$ cat config.mk
export PLATFORM = sky130hd
export DESIGN_NAME = pcileech_com_arbiter_flat
export DESIGN_NICKNAME = d
export VERILOG_FILES = /design/src/rtl/pcileech_com_arbiter_pkg.sv /design/src/rtl/pcileech_com_arbiter_if.sv /design/src/rtl/pcileech_com_arb_timer.sv /design/src/rtl/pcileech_com_arbiter.sv /design/src/flat_wrapper.sv
export SDC_FILE = /design/constraint.sdc
export NUM_CORES = 1
export LEC_CHECK = 0
export BUFFER_PORTS_ARGS = -buffer_cell sky130_fd_sc_hd__clkbuf_2
export CORE_AREA = 2 2 389 391
export CTS_CLUSTER_SIZE = 8
export DETAILED_ROUTE_END_ITERATION = 16
export DIE_AREA = 0 0 391 393
export GPL_ROUTABILITY_DRIVEN = 0
export PLACE_DENSITY = 0.35
export RECOVER_POWER = 50
export SLEW_MARGIN = 10
export SYNTH_ARGS = -nofsm -noshare
export SYNTH_HDL_FRONTEND = slang
export SYNTH_SLANG_ARGS = --single-unit
$ cat constraint.sdc
create_clock -name clk -period 6.4 [get_ports clk]
set_input_delay 0.64 -clock clk [delete_from_list [all_inputs] [get_ports clk]]
set_output_delay 0.64 -clock clk [all_outputs]
set_load 0.005 [all_outputs]
$ cat src/rtl/pcileech_com_arbiter_pkg.sv
// ---------------------------------------------------------------------------
// pcileech_com_arb_pkg
// Shared types and constants for the host command-channel arbiter.
//   com_owner_t  : owner encoding, also used directly as the arbiter FSM state
//                  (NONE doubles as the IDLE state).
//   CMD_W/RSP_W  : command (inbound) and response (outbound) word widths.
//   DROP_CNT_MAX : saturation value of the dropped-word counter.
// ---------------------------------------------------------------------------
package pcileech_com_arb_pkg;

  typedef enum logic [1:0] {
    NONE = 2'd0,
    FT   = 2'd1,
    ETH  = 2'd2
  } com_owner_t;

  localparam int          CMD_W        = 64;
  localparam int          RSP_W        = 256;
  localparam int          DROP_W       = 16;
  localparam logic [15:0] DROP_CNT_MAX = 16'hFFFF;

endpackage

$ cat src/rtl/pcileech_com_arbiter_if.sv
// ---------------------------------------------------------------------------
// pcileech_com_arbiter_if
// Bundles every bus signal of the command-channel arbiter.
//   master : arbiter side (consumes transport commands and FIFO responses,
//            produces the forwarded command, routed responses and status).
//   slave  : environment side (transport cores + FIFO controller).
// Signals:
//   ft_dout/_valid, eth_dout/_valid : commands from FT601 / UDP cores
//   com_dout/_valid                 : registered command to FIFO controller
//   com_din/_wr_en, com_din_ready   : responses from FIFO controller
//   ft_din/_wr_en, ft_din_ready     : responses to FT601 core
//   eth_din/_wr_en, eth_din_ready   : responses to UDP core
//   release_req                     : one-cycle forced ownership release
//   owner, drop_cnt                 : current owner, dropped-word count
// ---------------------------------------------------------------------------
interface pcileech_com_arbiter_if;
  import pcileech_com_arb_pkg::*;

  logic [CMD_W-1:0]  ft_dout;
  logic              ft_dout_valid;
  logic [CMD_W-1:0]  eth_dout;
  logic              eth_dout_valid;
  logic [CMD_W-1:0]  com_dout;
  logic              com_dout_valid;
  logic [RSP_W-1:0]  com_din;
  logic              com_din_wr_en;
  logic              com_din_ready;
  logic [RSP_W-1:0]  ft_din;
  logic              ft_din_wr_en;
  logic              ft_din_ready;
  logic [RSP_W-1:0]  eth_din;
  logic              eth_din_wr_en;
  logic              eth_din_ready;
  logic              release_req;
  logic [1:0]        owner;
  logic [DROP_W-1:0] drop_cnt;

  modport master (
    input  ft_dout, ft_dout_valid, eth_dout, eth_dout_valid,
    input  com_din, com_din_wr_en, ft_din_ready, eth_din_ready,
    input  release_req,
    output com_dout, com_dout_valid, com_din_ready,
    output ft_din, ft_din_wr_en, eth_din, eth_din_wr_en,
    output owner, drop_cnt
  );

  modport slave (
    output ft_dout, ft_dout_valid, eth_dout, eth_dout_valid,
    output com_din, com_din_wr_en, ft_din_ready, eth_din_ready,
    output release_req,
    input  com_dout, com_dout_valid, com_din_ready,
    input  ft_din, ft_din_wr_en, eth_din, eth_din_wr_en,
    input  owner, drop_cnt
  );

endinterface

$ cat src/rtl/pcileech_com_arb_timer.sv
// ---------------------------------------------------------------------------
// pcileech_com_arb_timer
// Idle timer for the arbiter. Counts owned cycles without activity and pulses
// expire for one cycle when the count reaches TIMEOUT_CYCLES-1 in a quiet
// cycle, so release lands exactly TIMEOUT_CYCLES cycles after last activity.
// Ports:
//   clk, rst_n : clock, asynchronous active-low reset
//   enable     : a transport currently owns the channel
//   activity   : owner command word or response beat this cycle
//   expire     : one-cycle timeout pulse
// ---------------------------------------------------------------------------
module pcileech_com_arb_timer #(
  parameter int TIMEOUT_CYCLES = 100000000,
  parameter int TMR_W          = 27
) (
  input  logic clk,
  input  logic rst_n,
  input  logic enable,
  input  logic activity,
  output logic expire
);

  localparam logic [TMR_W-1:0] TERM_CNT = TMR_W'(TIMEOUT_CYCLES - 1);

  logic [TMR_W-1:0] tmr_q;

  // Activity in the terminal cycle suppresses expiry, so the owner is kept.
  assign expire = enable & ~activity & (tmr_q == TERM_CNT);

  always_ff @(posedge clk or negedge rst_n) begin
    if (!rst_n) begin
      tmr_q <= '0;
    end else if (!enable || activity || expire) begin
      tmr_q <= '0;
    end else begin
      tmr_q <= tmr_q + 1'b1;
    end
  end

endmodule

$ cat src/rtl/pcileech_com_arbiter.sv
// ---------------------------------------------------------------------------
// pcileech_com_arbiter
// Gives exactly one transport (FT601 USB or UDP Ethernet) ownership of the
// pcileech_fifo COM port. Ownership is granted on first inbound command word,
// owner commands are forwarded through a one-cycle register, responses are
// gated combinationally to the owner only, and ownership is released on idle
// timeout or on release_req. Non-owner command words are dropped and counted.
// Ports:
//   clk, rst_n : clock, asynchronous active-low reset
//   bus        : pcileech_com_arbiter_if.master (all command/response/status
//                signals, see the interface file)
// ---------------------------------------------------------------------------
module pcileech_com_arbiter
  import pcileech_com_arb_pkg::*;
#(
  parameter int TIMEOUT_CYCLES = 100000000,
  parameter int TMR_W          = 27
) (
  input  logic                   clk,
  input  logic                   rst_n,
  pcileech_com_arbiter_if.master bus
);

  com_owner_t        state_q, state_d;
  com_owner_t        last_owner_q, last_owner_d;
  logic              fwd_vld_p0;
  logic [CMD_W-1:0]  fwd_word_p0;
  logic              drop_inc_p0;
  logic              activity;
  logic              expire;
  logic [CMD_W-1:0]  com_dout_p1;
  logic              vld_p1;
  logic [DROP_W-1:0] drop_cnt_q;

  function automatic logic [DROP_W-1:0] sat_inc(input logic [DROP_W-1:0] v);
    return (v == DROP_CNT_MAX) ? v : v + 1'b1;
  endfunction

  // Only the current owner's traffic keeps the channel alive.
  always_comb begin
    activity = 1'b0;
    unique case (state_q)
      FT:      activity = bus.ft_dout_valid  | bus.com_din_wr_en;
      ETH:     activity = bus.eth_dout_valid | bus.com_din_wr_en;
      default: activity = 1'b0;
    endcase
  end

  pcileech_com_arb_timer #(
    .TIMEOUT_CYCLES (TIMEOUT_CYCLES),
    .TMR_W          (TMR_W)
  ) u_timer (
    .clk      (clk),
    .rst_n    (rst_n),
    .enable   (state_q != NONE),
    .activity (activity),
    .expire   (expire)
  );

  always_comb begin
    state_d      = state_q;
    last_owner_d = last_owner_q;
    fwd_vld_p0   = 1'b0;
    fwd_word_p0  = bus.ft_dout;
    drop_inc_p0  = 1'b0;
    unique case (state_q)
      NONE: begin
        // release_req has no effect here; a tie goes to the non-last owner.
        if (bus.ft_dout_valid && bus.eth_dout_valid) begin
          drop_inc_p0 = 1'b1;
          fwd_vld_p0  = 1'b1;
          if (last_owner_q == FT) begin
            state_d     = ETH;
            fwd_word_p0 = bus.eth_dout;
          end else begin
            state_d     = FT;
            fwd_word_p0 = bus.ft_dout;
          end
        end else if (bus.ft_dout_valid) begin
          state_d     = FT;
          fwd_vld_p0  = 1'b1;
          fwd_word_p0 = bus.ft_dout;
        end else if (bus.eth_dout_valid) begin
          state_d     = ETH;
          fwd_vld_p0  = 1'b1;
          fwd_word_p0 = bus.eth_dout;
        end
      end
      FT: begin
        if (bus.release_req) begin
          // Forced release swallows everything inbound this cycle.
          state_d      = NONE;
          last_owner_d = FT;
        end else begin
          fwd_vld_p0  = bus.ft_dout_valid;
          fwd_word_p0 = bus.ft_dout;
          drop_inc_p0 = bus.eth_dout_valid;
          if (expire) begin
            state_d      = NONE;
            last_owner_d = FT;
          end
        end
      end
      ETH: begin
        if (bus.release_req) begin
          state_d      = NONE;
          last_owner_d = ETH;
        end else begin
          fwd_vld_p0  = bus.eth_dout_valid;
          fwd_word_p0 = bus.eth_dout;
          drop_inc_p0 = bus.ft_dout_valid;
          if (expire) begin
            state_d      = NONE;
            last_owner_d = ETH;
          end
        end
      end
      default: state_d = NONE;
    endcase
  end

  // Stage p0 -> p1: state, command register and drop counter.
  always_ff @(posedge clk or negedge rst_n) begin
    if (!rst_n) begin
      state_q      <= NONE;
      last_owner_q <= ETH;
      vld_p1       <= 1'b0;
      com_dout_p1  <= '0;
      drop_cnt_q   <= '0;
    end else begin
      state_q      <= state_d;
      last_owner_q <= last_owner_d;
      vld_p1       <= fwd_vld_p0;
      if (fwd_vld_p0) begin
        com_dout_p1 <= fwd_word_p0;
      end
      if (drop_inc_p0) begin
        drop_cnt_q <= sat_inc(drop_cnt_q);
      end
    end
  end

  assign bus.com_dout       = com_dout_p1;
  assign bus.com_dout_valid = vld_p1;
  assign bus.owner          = state_q;
  assign bus.drop_cnt       = drop_cnt_q;

  // Response routing is combinational from the registered owner, so a beat
  // can never straddle an ownership change.
  assign bus.ft_din        = bus.com_din;
  assign bus.eth_din       = bus.com_din;
  assign bus.ft_din_wr_en  = bus.com_din_wr_en & (state_q == FT);
  assign bus.eth_din_wr_en = bus.com_din_wr_en & (state_q == ETH);

  always_comb begin
    bus.com_din_ready = 1'b1;
    unique case (state_q)
      FT:      bus.com_din_ready = bus.ft_din_ready;
      ETH:     bus.com_din_ready = bus.eth_din_ready;
      default: bus.com_din_ready = 1'b1;
    endcase
  end

endmodule
$ cat src/flat_wrapper.sv
// flat-port wrapper written by rule: the top's interface ports become plain ports
module pcileech_com_arbiter_flat import pcileech_com_arb_pkg::*;
#(
  parameter int TIMEOUT_CYCLES = 100000000,
  parameter int TMR_W          = 27
)
  (clk, rst_n, bus_ft_dout, bus_ft_dout_valid, bus_eth_dout, bus_eth_dout_valid, bus_com_din, bus_com_din_wr_en, bus_ft_din_ready, bus_eth_din_ready, bus_release_req, bus_com_dout, bus_com_dout_valid, bus_com_din_ready, bus_ft_din, bus_ft_din_wr_en, bus_eth_din, bus_eth_din_wr_en, bus_owner, bus_drop_cnt);
  pcileech_com_arbiter_if bus_i ();
  input  logic clk;
  input  logic rst_n;
  input wire logic [$bits(bus_i.ft_dout)-1:0] bus_ft_dout;
  input wire logic [$bits(bus_i.ft_dout_valid)-1:0] bus_ft_dout_valid;
  input wire logic [$bits(bus_i.eth_dout)-1:0] bus_eth_dout;
  input wire logic [$bits(bus_i.eth_dout_valid)-1:0] bus_eth_dout_valid;
  input wire logic [$bits(bus_i.com_din)-1:0] bus_com_din;
  input wire logic [$bits(bus_i.com_din_wr_en)-1:0] bus_com_din_wr_en;
  input wire logic [$bits(bus_i.ft_din_ready)-1:0] bus_ft_din_ready;
  input wire logic [$bits(bus_i.eth_din_ready)-1:0] bus_eth_din_ready;
  input wire logic [$bits(bus_i.release_req)-1:0] bus_release_req;
  output wire logic [$bits(bus_i.com_dout)-1:0] bus_com_dout;
  output wire logic [$bits(bus_i.com_dout_valid)-1:0] bus_com_dout_valid;
  output wire logic [$bits(bus_i.com_din_ready)-1:0] bus_com_din_ready;
  output wire logic [$bits(bus_i.ft_din)-1:0] bus_ft_din;
  output wire logic [$bits(bus_i.ft_din_wr_en)-1:0] bus_ft_din_wr_en;
  output wire logic [$bits(bus_i.eth_din)-1:0] bus_eth_din;
  output wire logic [$bits(bus_i.eth_din_wr_en)-1:0] bus_eth_din_wr_en;
  output wire logic [$bits(bus_i.owner)-1:0] bus_owner;
  output wire logic [$bits(bus_i.drop_cnt)-1:0] bus_drop_cnt;
  assign bus_i.ft_dout = bus_ft_dout;
  assign bus_i.ft_dout_valid = bus_ft_dout_valid;
  assign bus_i.eth_dout = bus_eth_dout;
  assign bus_i.eth_dout_valid = bus_eth_dout_valid;
  assign bus_i.com_din = bus_com_din;
  assign bus_i.com_din_wr_en = bus_com_din_wr_en;
  assign bus_i.ft_din_ready = bus_ft_din_ready;
  assign bus_i.eth_din_ready = bus_eth_din_ready;
  assign bus_i.release_req = bus_release_req;
  assign bus_com_dout = bus_i.com_dout;
  assign bus_com_dout_valid = bus_i.com_dout_valid;
  assign bus_com_din_ready = bus_i.com_din_ready;
  assign bus_ft_din = bus_i.ft_din;
  assign bus_ft_din_wr_en = bus_i.ft_din_wr_en;
  assign bus_eth_din = bus_i.eth_din;
  assign bus_eth_din_wr_en = bus_i.eth_din_wr_en;
  assign bus_owner = bus_i.owner;
  assign bus_drop_cnt = bus_i.drop_cnt;
  pcileech_com_arbiter #(.TIMEOUT_CYCLES(TIMEOUT_CYCLES), .TMR_W(TMR_W)) u_core (.clk(clk), .rst_n(rst_n), .bus(bus_i));
endmodule
==> flow_summary.yaml <==
run_status:
  status: "finished clean"
worst_setup_path:
  r2r_cells: 8
  crit_type: "flop to flop"
  slowest_delay_ns: 0.83
  crit_start: "u_core.bus.owner[0]"
  arrival_ns: 3.95
  setup.worst_path.end_class: "flop"
  path_max_fanout: 46
  cp-start-kind: "flop"
  critPathSlowestCell: "clkinv_1"
  worstPathRequired_ns: 6.77
  worstReg2RegStart: "u_core.bus.owner[0]"
  crit_chain: "inv_1 -> ha_1 -> clkinv_1 -> a21oi_4 -> buf_4 -> a21oi_1 -> o211ai_1 -> o21a_1"
layout:
  fin_cells: 2811
  final_nets: 1260
  drive_above_1_share_pct: 37.76
  area_delta_synth_final_pct: -0.6038
worst_hold_path:
  hold_path.class: "input port to asynchronous set/reset pin"
floorplan:
  io_pins: 990
  chipWidth_um: 391
  initial_utilization_pct: 6.940
  dieArea_mm2: 0.1537
  rows: 142
  die_h_um: 393
  core_area_mm2: 0.1492
route:
  drc: 0
  drt_pass1_iterations: 7
  routed-via-count: 6925
  wl_mm: 55.97
  ant_nets: 0
  via_per_inst: 2.464
  post_drt_wl_per_cell_um: 19.91
  first_iter_violations: 358
timing:
  max_freq_mhz: 279.5
  final-setup-viol-count: 0
  slew_violations: 0
  post-route-min-period_ns: 3.578
  fin_crit_sh_pct: 55.91
  finalHoldViolations: 0
  skew_ns: 0.02566
  slew_headroom_pct: 31.21
  grt_setup_unrepaired: "no"
  worst_pin_slew_ns: 1.022
  tns_ns: 0
clock_tree:
  root_buffer: "clkbuf_16"
  clk_pin_slew_ns: 0.11
  numCtsBuffers: 9
  worstSkewPairLatency_ns: 0.44
  cts.sinks: 112
  htree_levels: 3
  clockBufferDepth: 2
  cts_resized: 0
  postCtsSetupRepairBufs: 0
  cts_tree: "yes"
  cts_hold_buf: 0
synth:
  syn_nets: 1579
  yosysTopAreaCell: "buf_4"
  async_flop_share_pct: 100.0
  yosysWarnings: 0
  synth_edf_count: 0
  postSynthCellCount: 1180
  synth_area_mm2: 0.01036
  synthTopCellsByArea: "buf_4 37%, dfrtp_1 27%, mux2_2 6.8%"
  synth.distinct_cells: 52
  synth_top_area_share_pct: 37.11
  syn_avg_cell_area_um2: 8.777
  synth_commonest_cells: "512 x buf_4, 111 x dfrtp_1, 86 x nand2_1, 71 x o21ai_0, 63 x mux2_2"
  synthMostInstantiatedCell: "buf_4"
  synthFlopType: "dfrtp_1"
  synth_seq_cells: 112
  synth_seq_area_share_pct: 27.07
run:
  drv_cap: 0
global_route:
  antenna_found_initial: 17
  grt_util_all_layers_pct: 7.021
  grt_max_degree: 77
  grt_pass1_wl_mm: 70.29
  grt_overflow_total: 0
  grt_pass1_vias: 6827
place:
  placed_cells: 2794
  dp_hpwl_mm: 45.67
  port_buffers: 221
power:
  leakage_nw: 3.820
  power_density_mw_per_mm2: 341.0
  peakVddDrop_mv: 0.1446
## state kept, by name (all words and copies together) (netlist names)
register	count
u_core.bus.drop_cnt	16
u_core.bus.com_dout_valid	1
u_core.u_timer.tmr_q	27
u_core.bus.com_dout	64
u_core.bus.owner	2
u_core.last_owner_q	2
## final timing paths
check / slack [ns] / end
worst max-delay path: 2.82 / u_core.bus.com_dout[37]
worst min-delay path: 0.28 / u_core.bus.com_dout[9]
worst max register to register: 2.82 / u_core.bus.com_dout[37]
worst min register to register: 0.49 / u_core.bus.drop_cnt[5]
max in group asynchronous: 4.88 / u_core.bus.com_dout[49]
min in group clk: 0.49 / u_core.bus.drop_cnt[5]
## kinds of logic after synthesis
| group | count (synthesis) | synth area share, % |
|---|---|---|
| buffers and inverters | 571 | 39.44 |
| and+or+nand+nor | 213 | 9.797 |
| AOI/OAI and AO/OA | 161 | 11.23 |
| DFF | 112 | 27.07 |
| muxes | 82 | 8.734 |
| xor gates and xnor gates | 34 | 2.875 |
| adders and majority gates | 7 | 0.8456 |
## worst max-delay path: cells and delay by family, from the launching register on
kind	cells	cell delay, ns
buf+inv	3	1.58
compound gates	4	0.99
fa+ha+maj	1	0.40
flops	1	0.45
## area by class of cell
type	instances	area [µm²]
Timing Repair Buffer	231	1187
Multi-Input combinational cell	497	3525
Sequential cell	112	2804
Clock buffer	9	225.2
Fill cell	17610	138900
Antenna cell	1	2.502
Clock inverter	7	81.33
Tap cell	1944	2432
Inverter	10	37.54
## report_power, final
group          leakage [nW]  internal [mW]  switching (mW)
Sequential             1.43          0.952           0.181
Clock                 0.150          0.281           0.392
Combinational          2.24          0.629            1.08
## layer usage
layer / global-route usage, % / up-vias / wire (µm) / share of wire (%)
met1: 7.352 / 3183 / 20260 / 36
met2: 9.423 / 703 / 22510 / 40
met5: 0 / - / 13 / 0.023
met3: 6.517 / 146 / 10810 / 19
li1: - / 2891 / - / -
met4: 3.271 / 2 / 2379 / 4.3
## cells in the final DEF, fill, tap and decap left out, types with 3 or more instances in the layout
| cell | n |
|---|---|
| nand2_1 | 86 |
| dfrtp_1 | 111 |
| nand4_1 | 17 |
| xor2_1 | 25 |
| ha_1 | 6 |
| clkbuf_16 | 9 |
| nor4_1 | 5 |
| and3_1 | 5 |
| xnor2_1 | 9 |
| o21ai_0 | 71 |
| inv_1 | 9 |
| nor3_1 | 5 |
| a21oi_1 | 8 |
| and4_1 | 4 |
| or3_1 | 3 |
| mux2i_1 | 18 |
| a22oi_1 | 4 |
| a222oi_1 | 46 |
| nor2_1 | 52 |
| clkbuf_2 | 220 |
| a221oi_1 | 17 |
| a211oi_1 | 3 |
| buf_4 | 10 |
| nand3_1 | 16 |
| mux2_2 | 63 |
## through the flow
stage	power, mW	cell area, µm²	utilization [%]	setup WS, ns	hold slack (ns)
5_1_grt	3.864	10290	6.896	2.396	0.3221
2_1_floorplan	2.299	10360	-	4.315	0.3444
6_report	3.511	10290	6.898	2.822	0.2771
3_5_place_dp	2.948	9986	6.691	2.662	0.4741
4_1_cts	3.687	10290	6.896	2.596	0.2886
3_3_place_gp	2.946	9986	6.691	2.710	0.4666
Note: power is estimated with default switching activity, not from simulation.
